### config.mk
export PLATFORM = sky130hd
export DESIGN_NAME = pc_sequencer_flat
export DESIGN_NICKNAME = d
export VERILOG_FILES = /design/src/rtl/pc_sequencer_if.sv /design/src/rtl/pc_sequencer.sv /design/src/flat_wrapper.sv
export SDC_FILE = /design/constraint.sdc
export NUM_CORES = 1
export LEC_CHECK = 0
export ABC_CLOCK_PERIOD_IN_PS = 2000
export BUFFER_PORTS_ARGS = -buffer_cell sky130_fd_sc_hd__buf_2
export CAP_MARGIN = 15
export CORE_ASPECT_RATIO = 0.75
export CORE_MARGIN = 2
export CORE_UTILIZATION = 53
export DETAILED_ROUTE_END_ITERATION = 10
export PLACE_DENSITY = 0.77
export SYNTH_ARGS = -nofsm -noshare
export SYNTH_HDL_FRONTEND = slang
export SYNTH_SLANG_ARGS = --single-unit
### constraint.sdc
create_clock -name clock -period 2 [get_ports clock]
set_input_delay 0.4 -clock clock [delete_from_list [all_inputs] [get_ports clock]]
set_output_delay 0.4 -clock clock [all_outputs]
set_load 0.005 [all_outputs]
### src/rtl/pc_sequencer_if.sv
// Fetch-control bundle between pc_sequencer (master) and the fetch/datapath side (slave).
interface pc_sequencer_if;
    localparam int unsigned PC_W    = 4;
    localparam int unsigned STAGE_W = 3;
    localparam int unsigned RET_W   = 8;

    logic               redirect_valid;
    logic [PC_W-1:0]    redirect_target;
    logic               halt_req;
    logic               stall;
    logic [PC_W-1:0]    pc_output;
    logic [STAGE_W-1:0] stage;
    logic               halted;
    logic               pc_error;
    logic [RET_W-1:0]   retired;

    modport master (
        input  redirect_valid, redirect_target, halt_req, stall,
        output pc_output, stage, halted, pc_error, retired
    );

    modport slave (
        output redirect_valid, redirect_target, halt_req, stall,
        input  pc_output, stage, halted, pc_error, retired
    );
endinterface

### src/rtl/pc_sequencer.sv
// Five-stage multicycle PC/stage sequencer with redirect, halt, range check and retire count.
// Optional hold-on-stall behaviour is enabled by defining PC_SEQ_STALL_EN.
module pc_sequencer #(
    parameter int unsigned MEM_DEPTH = 11,
    parameter int unsigned START_PC  = 0
) (
    input  logic           clock,
    input  logic           reset,
    pc_sequencer_if.master bus
);
    localparam int unsigned PC_W    = 4;
    localparam int unsigned STAGE_W = 3;
    localparam int unsigned RET_W   = 8;

    localparam logic [STAGE_W-1:0] STG_FETCH = STAGE_W'(0);
    localparam logic [STAGE_W-1:0] STG_EX    = STAGE_W'(2);
    localparam logic [STAGE_W-1:0] STG_WB    = STAGE_W'(4);
    localparam logic [STAGE_W-1:0] STG_HALT  = STAGE_W'(7);
    localparam logic [RET_W-1:0]   RET_MAX   = {RET_W{1'b1}};
    localparam logic [PC_W:0]      PC_LIMIT  = (PC_W+1)'(MEM_DEPTH);

    typedef enum logic {
        S_RUN    = 1'b0,
        S_HALTED = 1'b1
    } state_t;

    state_t             r_state;
    state_t             w_state_nxt;
    logic [STAGE_W-1:0] r_stage,      w_stage_nxt;
    logic [PC_W-1:0]    r_pc,         w_pc_nxt;
    logic               r_redir_pend, w_redir_pend_nxt;
    logic [PC_W-1:0]    r_redir_tgt,  w_redir_tgt_nxt;
    logic               r_halt_pend,  w_halt_pend_nxt;
    logic               r_halted,     w_halted_nxt;
    logic               r_pc_error,   w_pc_error_nxt;
    logic [RET_W-1:0]   r_retired,    w_retired_nxt;

    logic               w_hold;
    logic               w_advance;
    logic               w_wb_edge;
    logic               w_halt_now;
    logic [PC_W-1:0]    w_next_pc;
    logic               w_pc_oob;

`ifdef PC_SEQ_STALL_EN
    assign w_hold = bus.stall;
`else
    logic w_stall_unused;
    assign w_stall_unused = bus.stall;
    assign w_hold         = 1'b0;
`endif

    // Instruction-boundary decode shared by next-state and output logic
    assign w_advance  = (r_state == S_RUN) && !w_hold;
    assign w_wb_edge  = w_advance && (r_stage == STG_WB);
    assign w_halt_now = r_halt_pend || bus.halt_req;
    assign w_next_pc  = r_redir_pend ? r_redir_tgt : r_pc + PC_W'(1);
    assign w_pc_oob   = {1'b0, w_next_pc} >= PC_LIMIT;

    // State register
    always_ff @(posedge clock or posedge reset) begin
        if (reset) begin
            r_state <= S_RUN;
        end else begin
            r_state <= w_state_nxt;
        end
    end

    // Next-state logic: HALTED is absorbing, entered only at a writeback edge
    always_comb begin
        w_state_nxt = r_state;
        if (w_wb_edge && (w_pc_oob || w_halt_now)) begin
            w_state_nxt = S_HALTED;
        end
    end

    // Output/datapath next values
    always_comb begin
        w_stage_nxt      = r_stage;
        w_pc_nxt         = r_pc;
        w_redir_pend_nxt = r_redir_pend;
        w_redir_tgt_nxt  = r_redir_tgt;
        w_halt_pend_nxt  = r_halt_pend;
        w_halted_nxt     = r_halted;
        w_pc_error_nxt   = r_pc_error;
        w_retired_nxt    = r_retired;

        if (r_state == S_RUN) begin
            // Requests are captured even while the stage is held
            if (bus.halt_req) begin
                w_halt_pend_nxt = 1'b1;
            end
            if ((r_stage == STG_EX) && bus.redirect_valid) begin
                w_redir_pend_nxt = 1'b1;
                w_redir_tgt_nxt  = bus.redirect_target;
            end

            if (w_advance) begin
                if (r_stage == STG_WB) begin
                    w_retired_nxt    = (r_retired == RET_MAX) ? r_retired
                                                              : r_retired + RET_W'(1);
                    w_redir_pend_nxt = 1'b0;
                    w_halt_pend_nxt  = 1'b0;
                    w_stage_nxt      = STG_FETCH;
                    if (w_pc_oob) begin
                        // PC keeps the last legal value
                        w_pc_error_nxt = 1'b1;
                        w_halted_nxt   = 1'b1;
                        w_stage_nxt    = STG_HALT;
                    end else begin
                        w_pc_nxt = w_next_pc;
                        if (w_halt_now) begin
                            w_halted_nxt = 1'b1;
                            w_stage_nxt  = STG_HALT;
                        end
                    end
                end else begin
                    w_stage_nxt = r_stage + STAGE_W'(1);
                end
            end
        end
    end

    // Output/datapath registers
    always_ff @(posedge clock or posedge reset) begin
        if (reset) begin
            r_stage      <= STG_FETCH;
            r_pc         <= PC_W'(START_PC);
            r_redir_pend <= 1'b0;
            r_redir_tgt  <= '0;
            r_halt_pend  <= 1'b0;
            r_halted     <= 1'b0;
            r_pc_error   <= 1'b0;
            r_retired    <= '0;
        end else begin
            r_stage      <= w_stage_nxt;
            r_pc         <= w_pc_nxt;
            r_redir_pend <= w_redir_pend_nxt;
            r_redir_tgt  <= w_redir_tgt_nxt;
            r_halt_pend  <= w_halt_pend_nxt;
            r_halted     <= w_halted_nxt;
            r_pc_error   <= w_pc_error_nxt;
            r_retired    <= w_retired_nxt;
        end
    end

    assign bus.pc_output = r_pc;
    assign bus.stage     = r_stage;
    assign bus.halted    = r_halted;
    assign bus.pc_error  = r_pc_error;
    assign bus.retired   = r_retired;

endmodule

### src/flat_wrapper.sv
// flat-port wrapper written by rule: the top's interface ports become plain ports
module pc_sequencer_flat 
#(
    parameter int unsigned MEM_DEPTH = 11,
    parameter int unsigned START_PC  = 0
)
  (clock, reset, bus_redirect_valid, bus_redirect_target, bus_halt_req, bus_stall, bus_pc_output, bus_stage, bus_halted, bus_pc_error, bus_retired);
  pc_sequencer_if bus_i ();
  input  logic clock;
  input  logic reset;
  input wire logic [$bits(bus_i.redirect_valid)-1:0] bus_redirect_valid;
  input wire logic [$bits(bus_i.redirect_target)-1:0] bus_redirect_target;
  input wire logic [$bits(bus_i.halt_req)-1:0] bus_halt_req;
  input wire logic [$bits(bus_i.stall)-1:0] bus_stall;
  output wire logic [$bits(bus_i.pc_output)-1:0] bus_pc_output;
  output wire logic [$bits(bus_i.stage)-1:0] bus_stage;
  output wire logic [$bits(bus_i.halted)-1:0] bus_halted;
  output wire logic [$bits(bus_i.pc_error)-1:0] bus_pc_error;
  output wire logic [$bits(bus_i.retired)-1:0] bus_retired;
  assign bus_i.redirect_valid = bus_redirect_valid;
  assign bus_i.redirect_target = bus_redirect_target;
  assign bus_i.halt_req = bus_halt_req;
  assign bus_i.stall = bus_stall;
  assign bus_pc_output = bus_i.pc_output;
  assign bus_stage = bus_i.stage;
  assign bus_halted = bus_i.halted;
  assign bus_pc_error = bus_i.pc_error;
  assign bus_retired = bus_i.retired;
  pc_sequencer #(.MEM_DEPTH(MEM_DEPTH), .START_PC(START_PC)) u_core (.clock(clock), .reset(reset), .bus(bus_i));
endmodule
==> run summary <==
CP cell instances -> inv_1 > ha_1 > nand3_1 > a31oi_4 > mux2_1
Final WL -> 2.24 mm
Starting Density -> 54.4%
Async set or reset register ratio after synthesis -> 100%
Static Leak -> 0.739 nW
Endpoints failing setup -> 0
Die height -> 45.6 µm
Pins Over Slew Limit -> 0
RSZ-0062 raised after global routing -> no
CP arrival -> 1.98 ns
Slew @ Worst Pin -> 0.343 ns
CTS buffer count -> 3
Synth area leader -> dfrtp_1
First-pass GRT wire length -> 3.71 mm
Critical path startpoint category -> flip-flop
Global route overflow -> 0
EDFF count, synth -> 0
Initial antenna violation count -> 0
Crit path buffers/inverters -> 1
R2R setup slack -> 0.22 ns
Slowest CP cell -> dfrtp_1
Yosys warning total -> 0
Worst vdd ir -> 0.313 mV
Post-CTS Setup Bufs -> 0
WS Path Type -> flip-flop to flip-flop
Drt first pass iters -> 4
CTS sink cnt -> 24
Worst-path clk slew -> 0.12 ns
Clock Skews -> 0.000661 ns
Post-layout util -> 62.7%
Avg Inst Size Synth -> 11.2 µm²
Die ar. -> 2720 µm²
Seq/Total Area, Yosys -> 49.0%
Number of global-route vias before repair -> 826
Post-DP HPWL -> 1.64 mm
Total number of vias -> 915
IO Pins -> 26
TritonCTS clock tree -> yes
Critical path capture point type -> flip-flop
Core box area -> 2250 µm²
Post-CTS Hold Fix Bufs -> 0
Yosys cell types -> 37
Layout area overhead -> 15.3%
Antenna diodes -> 0
Register Area -> 601 µm²
Routed WL per cell -> 13.8 µm
DRC errors left -> 0
PwrDens -> 505 nW/µm²
Crit-path leading delay family -> flip-flops
Final Hold Viols -> 0
FILL cells -> 183
Mapped Cells -> 109
Critical R2R Capture -> u_core.bus.retired[1]$_DFFE_PP0P_
Final Wtd Congestion -> 0.779
Syn_nets -> 123
GRT Total Usage -> 18.4%
Cell Area, Synth -> 1220 µm²
Num rows -> 15
Root Driver -> clkbuf_4
Die width -> 59.5 µm
Clock Path Buffers -> 2
Critical path data required time -> 2.20 ns
H-Tree Depth -> 1
CP max stage delay -> 0.41 ns
Max Freq -> 0.563 GHz
Multi-input logic area -> 589 µm²
Resize count post-CTS -> 0
Iteration-0 DRC Markers -> 13
Vias per cell -> 5.65
I/O Buffers -> 24
Hold/Removal Path Class -> primary input to async pin
Post-layout nets -> 153
Status -> finished clean
Fraction of layout cells with a size suffix above 1 -> 32.8%
Fin Setup TNS -> 0 ns
Relative slew slack -> 76.5%
RR Startpoint -> u_core.bus.stage[0]$_DFFE_PP0N_
Tcrit/Tclk final -> 88.9%
Shortest period the worst path allows -> 1.78 ns
FF+latch count, synth -> 24
Worst Reg-to-Reg Cells -> 5
CP Max Fanout -> 5
Skew-Pair Late Insertion Delay -> 0.31 ns
Worst hold slack -> 0.105 ns
Share of the synthesized area in the top cell type -> 49.0%
Ys flop type -> dfrtp_1
Largest net degree at the start of global routing -> 25
Synth top area cells -> dfrtp_1 49%, ha_1 5.1%, mux2_2 3.7%
Maxcap violations -> 0
ANT nets after route -> 0
worst max-delay path by stage:
stage                                              startpoint                                  end  slack [ns]  cells past startpoint
final                         u_core.bus.stage[0]$_DFFE_PP0N_    u_core.bus.retired[1]$_DFFE_PP0P_        0.22                      5
after global routing          u_core.bus.stage[0]$_DFFE_PP0N_    u_core.bus.retired[1]$_DFFE_PP0P_        0.12                      5
after CTS                     u_core.bus.stage[0]$_DFFE_PP0N_    u_core.bus.retired[1]$_DFFE_PP0P_        0.22                      5
after detailed placement      u_core.bus.stage[0]$_DFFE_PP0N_    u_core.bus.retired[1]$_DFFE_PP0P_        0.24                      5
after global placement        u_core.bus.stage[0]$_DFFE_PP0N_    u_core.bus.retired[1]$_DFFE_PP0P_        0.29                      5
after floorplan           u_core.bus.pc_output[0]$_DFFE_PP0P_  u_core.bus.pc_output[1]$_DFFE_PP0P_        0.32                      5
layer usage:
metal / track usage [%] / vias up / routed length, µm
li1: - / 441 / -
met1: 24.1 / 449 / 1050
met2: 30.3 / 23 / 1050
met3: 5.97 / 2 / 120
met4: 4.00 / 0 / 14
met5: 0 / - / 0
layout make-up:
type,instances,share of cell area [%]
inverter,5,1.33
clock buffer,3,1.59
timing repair buffer,28,10.6
tap,25,2.21
sequential,24,42.5
multi-input combinational,77,41.7
cell families after synthesis:
kind of cell / Yosys count / synth area share [%]
compound gates: 20 / 15.3
xor+xnor: 8 / 5.72
fa+ha+maj: 5 / 5.11
buf+inv: 8 / 2.86
flops: 24 / 49.0
mux: 7 / 6.64
simple gates: 37 / 15.3
placed cells by master, fill, tap and decap left out, types with 3 or more instances in the layout:
cell type  netlist  final
xnor2_1          5      5
nand2_1          9      9
nand3_1          6      6
mux2_2           4      4
and3_1           3      3
ha_1             5      5
clkbuf_4         0      3
a21oi_1          6      6
dfrtp_1         24     24
buf_4            1      4
xor2_1           3      3
inv_1            5      5
buf_2            1     24
nor2_1           7      7
worst reg2reg max path, stage by stage, from the launching register on:
cell and delay, ns:
dfrtp_1 0.41, inv_1 0.12, ha_1 0.19, nand3_1 0.27, a31oi_4 0.33, mux2_1 0.35
cells in the mapped netlist, types with 2 or more instances:
master    n
a21oi_1   6
inv_1     5
nand4_1   2
mux2_2    4
o31ai_1   2
dfrtp_1  24
ha_1      5
and3_1    3
a22oi_1   2
xnor2_1   5
and2_1    2
o21ai_0   2
nor2_1    7
xor2_1    3
nor2_2    2
nand2_1   9
nand3_1   6
sequential cells by signal (all words and copies together) (netlist names):
signal,cells
u_core.r_redir_tgt,4
u_core.r_halt_pend,1
u_core.r_redir_pend,1
u_core.bus.pc_error,1
u_core.bus.pc_output,4
u_core.bus.stage,3
u_core.bus.retired,8
u_core.bus.halted,1
u_core.r_state,1
stage by stage:
step / power (mW) / area (µm²) / setup slack (ns) / std cells
floorplan: 0.505 / 1220 / 0.316 / 109
global placement: 0.517 / 1390 / 0.293 / 159
detailed placement: 0.517 / 1390 / 0.240 / 159
CTS: 0.722 / 1410 / 0.218 / 162
global route: 0.746 / 1410 / 0.118 / 162
finish: 0.714 / 1410 / 0.222 / 162
power breakdown:
part	internal, mW	switching [mW]	total (mW)
logic	0.00785	0.0127	0.0206
registers	0.486	0.000322	0.486
clock network	0.0704	0.136	0.207
total	0.564	0.150	0.714
No activity file was read; power rests on OpenSTA's default activity.
